### src/rtl/mod4_arbiter.sv
// mod4_arbiter: two-requester round-robin arbiter and sequencer for a shared
// combinational mod4 unit. It grants one requester, drives that operand into
// the unit, captures the result one cycle later and offers it with the
// owner's ID on a valid/ready result port.
module mod4_arbiter #(
   parameter int W = 4
) (
   input  logic         clk,
   input  logic         rst,
   input  logic         REQ0,
   input  logic [W-1:0] A0,
   output logic         ACK0,
   input  logic         REQ1,
   input  logic [W-1:0] A1,
   output logic         ACK1,
   output logic [W-1:0] DP_A,
   input  logic [W-1:0] DP_OUT,
   output logic         RES_VALID,
   output logic [W-1:0] RES_OUT,
   output logic         RES_ID,
   input  logic         RES_READY,
   output logic         BUSY
);

   typedef enum logic [1:0] {
      IDLE = 2'd0,
      EVAL = 2'd1,
      HOLD = 2'd2
   } state_t;

   state_t state;
   logic   last;
   logic   grant;
   logic   any_req;

   // Round-robin pick: a lone requester wins, a contested grant goes to the
   // requester that was not served last.
   always_comb begin
      any_req = REQ0 | REQ1;
      grant   = 1'b0;
      if (REQ0 && REQ1) begin
         grant = ~last;
      end else begin
         grant = REQ1;
      end
   end

   // Sequencer: IDLE grants and launches the operand, EVAL captures the
   // mod4 result after a full settle cycle, HOLD waits for the consumer.
   // Requests are only looked at in IDLE, so a grant can never coincide
   // with the result handshake.
   always_ff @(posedge clk) begin
      if (rst) begin
         state     <= IDLE;
         last      <= 1'b1;
         DP_A      <= '0;
         ACK0      <= 1'b0;
         ACK1      <= 1'b0;
         RES_VALID <= 1'b0;
         RES_OUT   <= '0;
         RES_ID    <= 1'b0;
         BUSY      <= 1'b0;
      end else begin
         case (state)
            IDLE: begin
               if (any_req) begin
                  DP_A   <= grant ? A1 : A0;
                  RES_ID <= grant;
                  ACK0   <= ~grant;
                  ACK1   <= grant;
                  last   <= grant;
                  BUSY   <= 1'b1;
                  state  <= EVAL;
               end
            end
            EVAL: begin
               RES_OUT   <= DP_OUT;
               RES_VALID <= 1'b1;
               ACK0      <= 1'b0;
               ACK1      <= 1'b0;
               state     <= HOLD;
            end
            HOLD: begin
               if (RES_READY) begin
                  RES_VALID <= 1'b0;
                  BUSY      <= 1'b0;
                  state     <= IDLE;
               end
            end
            default: begin
               RES_VALID <= 1'b0;
               ACK0      <= 1'b0;
               ACK1      <= 1'b0;
               BUSY      <= 1'b0;
               state     <= IDLE;
            end
         endcase
      end
   end

endmodule

### config.mk
export PLATFORM = sky130hd
export DESIGN_NAME = mod4_arbiter
export DESIGN_NICKNAME = d
export VERILOG_FILES = /design/src/rtl/mod4_arbiter.sv
export SDC_FILE = /design/constraint.sdc
export NUM_CORES = 1
export LEC_CHECK = 0
export CORE_AREA = 2 2 43 45
export CTS_BUF_LIST = sky130_fd_sc_hd__clkbuf_4 sky130_fd_sc_hd__clkbuf_8 sky130_fd_sc_hd__clkbuf_16
export CTS_CLUSTER_DIAMETER = 80
export DETAILED_ROUTE_END_ITERATION = 6
export DIE_AREA = 0 0 45 47
export GPL_TIMING_DRIVEN = 0
export PLACE_DENSITY = 0.77
export SLEW_MARGIN = 10
export SYNTH_ARGS = -nofsm -noshare
export SYNTH_HDL_FRONTEND = slang
export SYNTH_SLANG_ARGS = --single-unit
### constraint.sdc
create_clock -name clk -period 3.3 [get_ports clk]
set_input_delay 0.66 -clock clk [delete_from_list [all_inputs] [get_ports clk]]
set_output_delay 0.66 -clock clk [all_outputs]
set_load 0.05 [all_outputs]
# After elaboration in Yosys (flattened, before gate mapping)
# Cells that the tools add are included.
[totals] register_bits=16 inputBits=17 output_inout_bits=13 wordCells=39
[op_classes] n_eq_ne=4 muxes=13 bitwise=6 reduce_logical=7
[ops] operator="$reduce_and A2 Y1" n=4
[ops] operator="$pmux W1 S3" n=2
[ops] operator="$pmux W2 S3" n=1
[ops] operator="$mux W1" n=5
[ops] operator="$not A1 Y1" n=5
[ops] operator="$mux W2" n=2
[ops] operator="$mux W4" n=1
[ops] operator="$ne A2 B2 Y1 const B" n=2
[ops] operator="$pmux W1 S2" n=2
[ops] operator="$reduce_and A3 Y1" n=1
[ops] operator="$eq A2 B1 Y1 const B" n=1
[ops] operator="$eq A2 B2 Y1 const B" n=1
[ops] operator="$logic_not A2 Y1" n=1
[ops] operator="$logic_and A1 B1 Y1" n=1
[ops] operator="$or A1 B1 Y1" n=1

# Logic depth before layout (Yosys ltp)
[depth] word_depth=5 depth_mapped=4 ltp_nobuf=3

# Least setup slack after synthesis
# Ideal clock, no wire load.
[synth_timing] kind="input port to flip-flop" startpoint="in REQ0" endpoint="reg DP_A[0]" setup_ns=0.074 arrival_time_ns=1.291 required_time_ns=3.226 path_slack_ns=1.935 path_stages=4 n_path_buf=1 cell_sequence="buf_6 -> nor2_1 -> o21ai_0 -> a31oi_1"
[synth_via] elab_chain_cells=3 word_cells_on_any_way=5 cone_classes="mux: 2; bitwise: 1; reduce/logical: 2"
[synth_lines] item="start, declared" line="10" source="input logic REQ0,"
[synth_lines] item="$logic_and A1 B1 Y1" line="41" source="if (REQ0 && REQ1) begin"
[synth_lines] item="$mux W1" line="41"
[synth_lines] item="$mux W4" line="67" source="DP_A <= grant ? A1 : A0;"
[synth_lines] item="end signal, assigned" line="67"
[synth_lines] item="end, declared" line="16" source="output logic [W-1:0] DP_A,"
# Parallel ways exist; a longest one is shown, timed or not.
# A chain may end at the register's enable or synchronous reset.

# Worst setup path in the final report
[layout_timing] startpoint="reg RES_OUT[3]" endpoint="out RES_OUT[3]"
[layout_lines] item="start, declared" line="19" source="output logic [W-1:0] RES_OUT,"
[layout_lines] item="start signal, assigned" line="60" source="RES_OUT <= '0;"
[layout_lines] item="start signal, assigned" line="77" source="RES_OUT <= DP_OUT;"
# No word-level cell between the ends.

==> flow_summary_export.csv <==
group,metric,value,unit
clock_network,clk_latency,0.27,ns
routing,dr_wl_met2,701,um
pwr,ir_drop,0.253,mV
synthesis,yosysTopAreaCell,"dfxtp_1",
clock_network,post_cts_buffers,0,
synthesis,synth_warnings,0,
routing,vias,624,
worst_setup_path,slowest_stage,"clkdlybuf4s50_1",
synthesis,ys_top_cells_by_count,"dfxtp_1, nor2_1, o21ai_0, nand3_1, a21oi_1",
global_routing,grt_max_degree,11,
clock_network,cts_buffers,3,
sta,drv_slew,0,
clock_network,cts_tree,"done",
sta,rsz0062_at_grt,"false",
layout,area_growth,50.1,%
global_routing,gr-total-overflow,0,
routing,vias_per_cell,5.29,
layout,antenna_cells,0,
sta,relSlewSlack,65.7,%
place,dpl.cell_count,115,
global_routing,grt_pass1_vias,589,
synthesis,synth_top_area_share,49.5,%
clock_network,clockRootBuffer,"clkbuf_4",
sta,worstMarginPinSlew,0.512,ns
synthesis,yosysMostFrequentCell,"dfxtp_1",
run_status,status,"finished clean",
synthesis,synth_edf_count,0,
sta,final-setup-viol-count,0,
pwr,power.density,480,mW/mm^2
worst_setup_path,cpLargestDelayFamily,"buffers and inverters",
routing,drcViolationCount,0,
sta,finalCritPeriodShare,63.1,%
clock_network,clk_pin_slew,0.09,ns
worst_setup_path,max_stage_delay,0.81,ns
global_routing,antenna_found_initial,0,
global_routing,grt.total_usage,15.1,%
clock_network,cts_resized,0,
pwr,power.leakage,0.000361,uW
worst_setup_path,critPathKind,"register to primary output",
layout,drive_gt1_share,7.92,%
place,port_buffers,28,
synthesis,synthArstFlopShare,0,%
synthesis,yosysUniqueCellTypes,18,
worst_setup_path,crit_start,"RES_OUT[3]",
clock_network,hold_buffers,0,
routing,finalWirelength,1500,um
routing,drtPass1Iterations,4,
synthesis,synth_cells,70,
floorplanning,die_w,45,um
sta,fmax,480,MHz
routing,topRoutingLayerUsed,"met4",
worst_setup_path,path_max_fanout,2,
worst_setup_path,rr_worst_depth,4,
routing,wl_per_cell,12.7,um
worst_setup_path,path_cells,"clkdlybuf4s50_1",
routing,route.met3.wl,142,um
worst_setup_path,crit_path_start_kind,"register",
synthesis,netlist_area,647,um^2
floorplanning,io_pins,30,
routing,ant_nets,0,
routing,wl_met1,648,um
place,gp_congestion,0.799,
floorplanning,core_region_area,0.00165,mm^2
worst_setup_path,rrSetupSlack,2.08,ns
floorplanning,initial_utilization,39.2,%
worst_setup_path,path_buf_inv,1,
global_routing,grt_pass1_wl,2400,um
place,dp_hpwl,1140,um
worst_setup_path,crit_required,2.64,ns
worst_setup_path,r2r-start,"state[0]",
sta,fin_worst_skew,0.00559,ns
synthesis,synth_area_leaders,"dfxtp_1, mux2i_1, o21ai_0, nor2_1, nand3_1",
synthesis,synth_ff_type,"dfxtp_1",
clock_network,clk_path_buf_depth,2,
routing,initialDrtViolationCount,7,
worst_setup_path,worstPathArrival,1.42,ns
clock_network,htree_levels,1,
worst_hold_path,hold_path_depth,2,
sta,period_needed,2.08,ns
layout,stdcell_count,118,
floorplanning,die_h,47,um
layout,nNetsFinal,120,
floorplanning,rows,15,
worst_setup_path,crit_path_end_kind,"primary output",
worst_setup_path,worst-path-stages,1,
worst_hold_path,worstHoldPathType,"register to register",
worst_hold_path,worstHoldStart,"BUSY",
synthesis,synth_nets,87,
synthesis,ys_seq_area_share,49.5,%
floorplanning,die_area,0.00212,mm^2
job,max_cap_viol_count,0,
sta,fin_setup_tns,0,ns
sta,finalHoldViolations,0,
synthesis,synth_seq_cells,16,
synthesis,avgSynthCellArea,9.24,um^2
clock_network,cts_sinks,16,
[layout make-up]
type / instances / area (um^2)
fillers: 155 / 681
flip-flops and latches: 16 / 320
multi-input cells: 49 / 293
repair buffers: 28 / 280
plain buffers: 3 / 26.3
clock buffers: 3 / 22.5
well taps: 17 / 21.3
inverters: 2 / 7.51
[metrics by stage]
stage	hold slack (ns)	utilization [%]	power [uW]	setup slack (ns)	instance area (um^2)
finish	0.467	58.8	466	1.22	971
global route	0.481	58.8	487	1.18	971
floorplan	0.509	-	319	1.93	647
CTS	0.471	58.8	470	1.21	971
detailed placement	0.457	57.4	376	1.26	948
global placement	0.450	57.4	374	1.30	948
[registers in the layout, summed over array words and instances, names as in the netlist]
signal and flops:
last 1, state 2, BUSY 1, DP_A 4
RES_VALID 1, ACK0 1, RES_ID 1, RES_OUT 4
ACK1 1
[placed cells by master (no fill, tap or decap)]
master           Yosys  routed
a21oi_1              5       5
nand3_1              6       6
nand2_1              2       2
nor2b_2              1       1
nor2_1               9       9
inv_1                2       2
buf_6                2       2
nand2b_1             1       1
a211oi_4             1       1
clkbuf_1             1       1
nand4_1              4       4
clkbuf_4             0       3
a31oi_1              4       4
clkdlybuf4s50_1      0      28
dfxtp_1             16      16
o211a_1              1       1
mux2i_1              4       4
o211ai_1             2       2
o21ai_0              8       8
or2_2                1       1
[layer usage]
layer,vias to the layer above,GRT usage (%)
met1,278,19.2
met3,2,3.08
met4,0,5.29
met2,29,25.7
li1,315,-
met5,-,0
[power by group]
group	switching (uW)	total, uW	internal, uW
clock	53.1	95.2	42.1
combinational	86.3	148	61.4
sequential	13.0	223	210
total	152	466	314
[logic make-up (layout without fill, tap and decap cells)]
kind of cell,Yosys count,count (layout),synth area share [%]
buffers and inverters,5,36,5.22
muxes,4,4,6.19
DFF,16,16,49.5
AOI/OAI and AO/OA,21,21,20.9
and+or+nand+nor,24,24,18.2
[worst paths after layout]
path	end
worst min-delay path	BUSY
worst max-delay path	RES_OUT[3]
worst min register to register	BUSY
worst max register to register	RES_OUT[2]
Power figures use the tool's default switching activity.
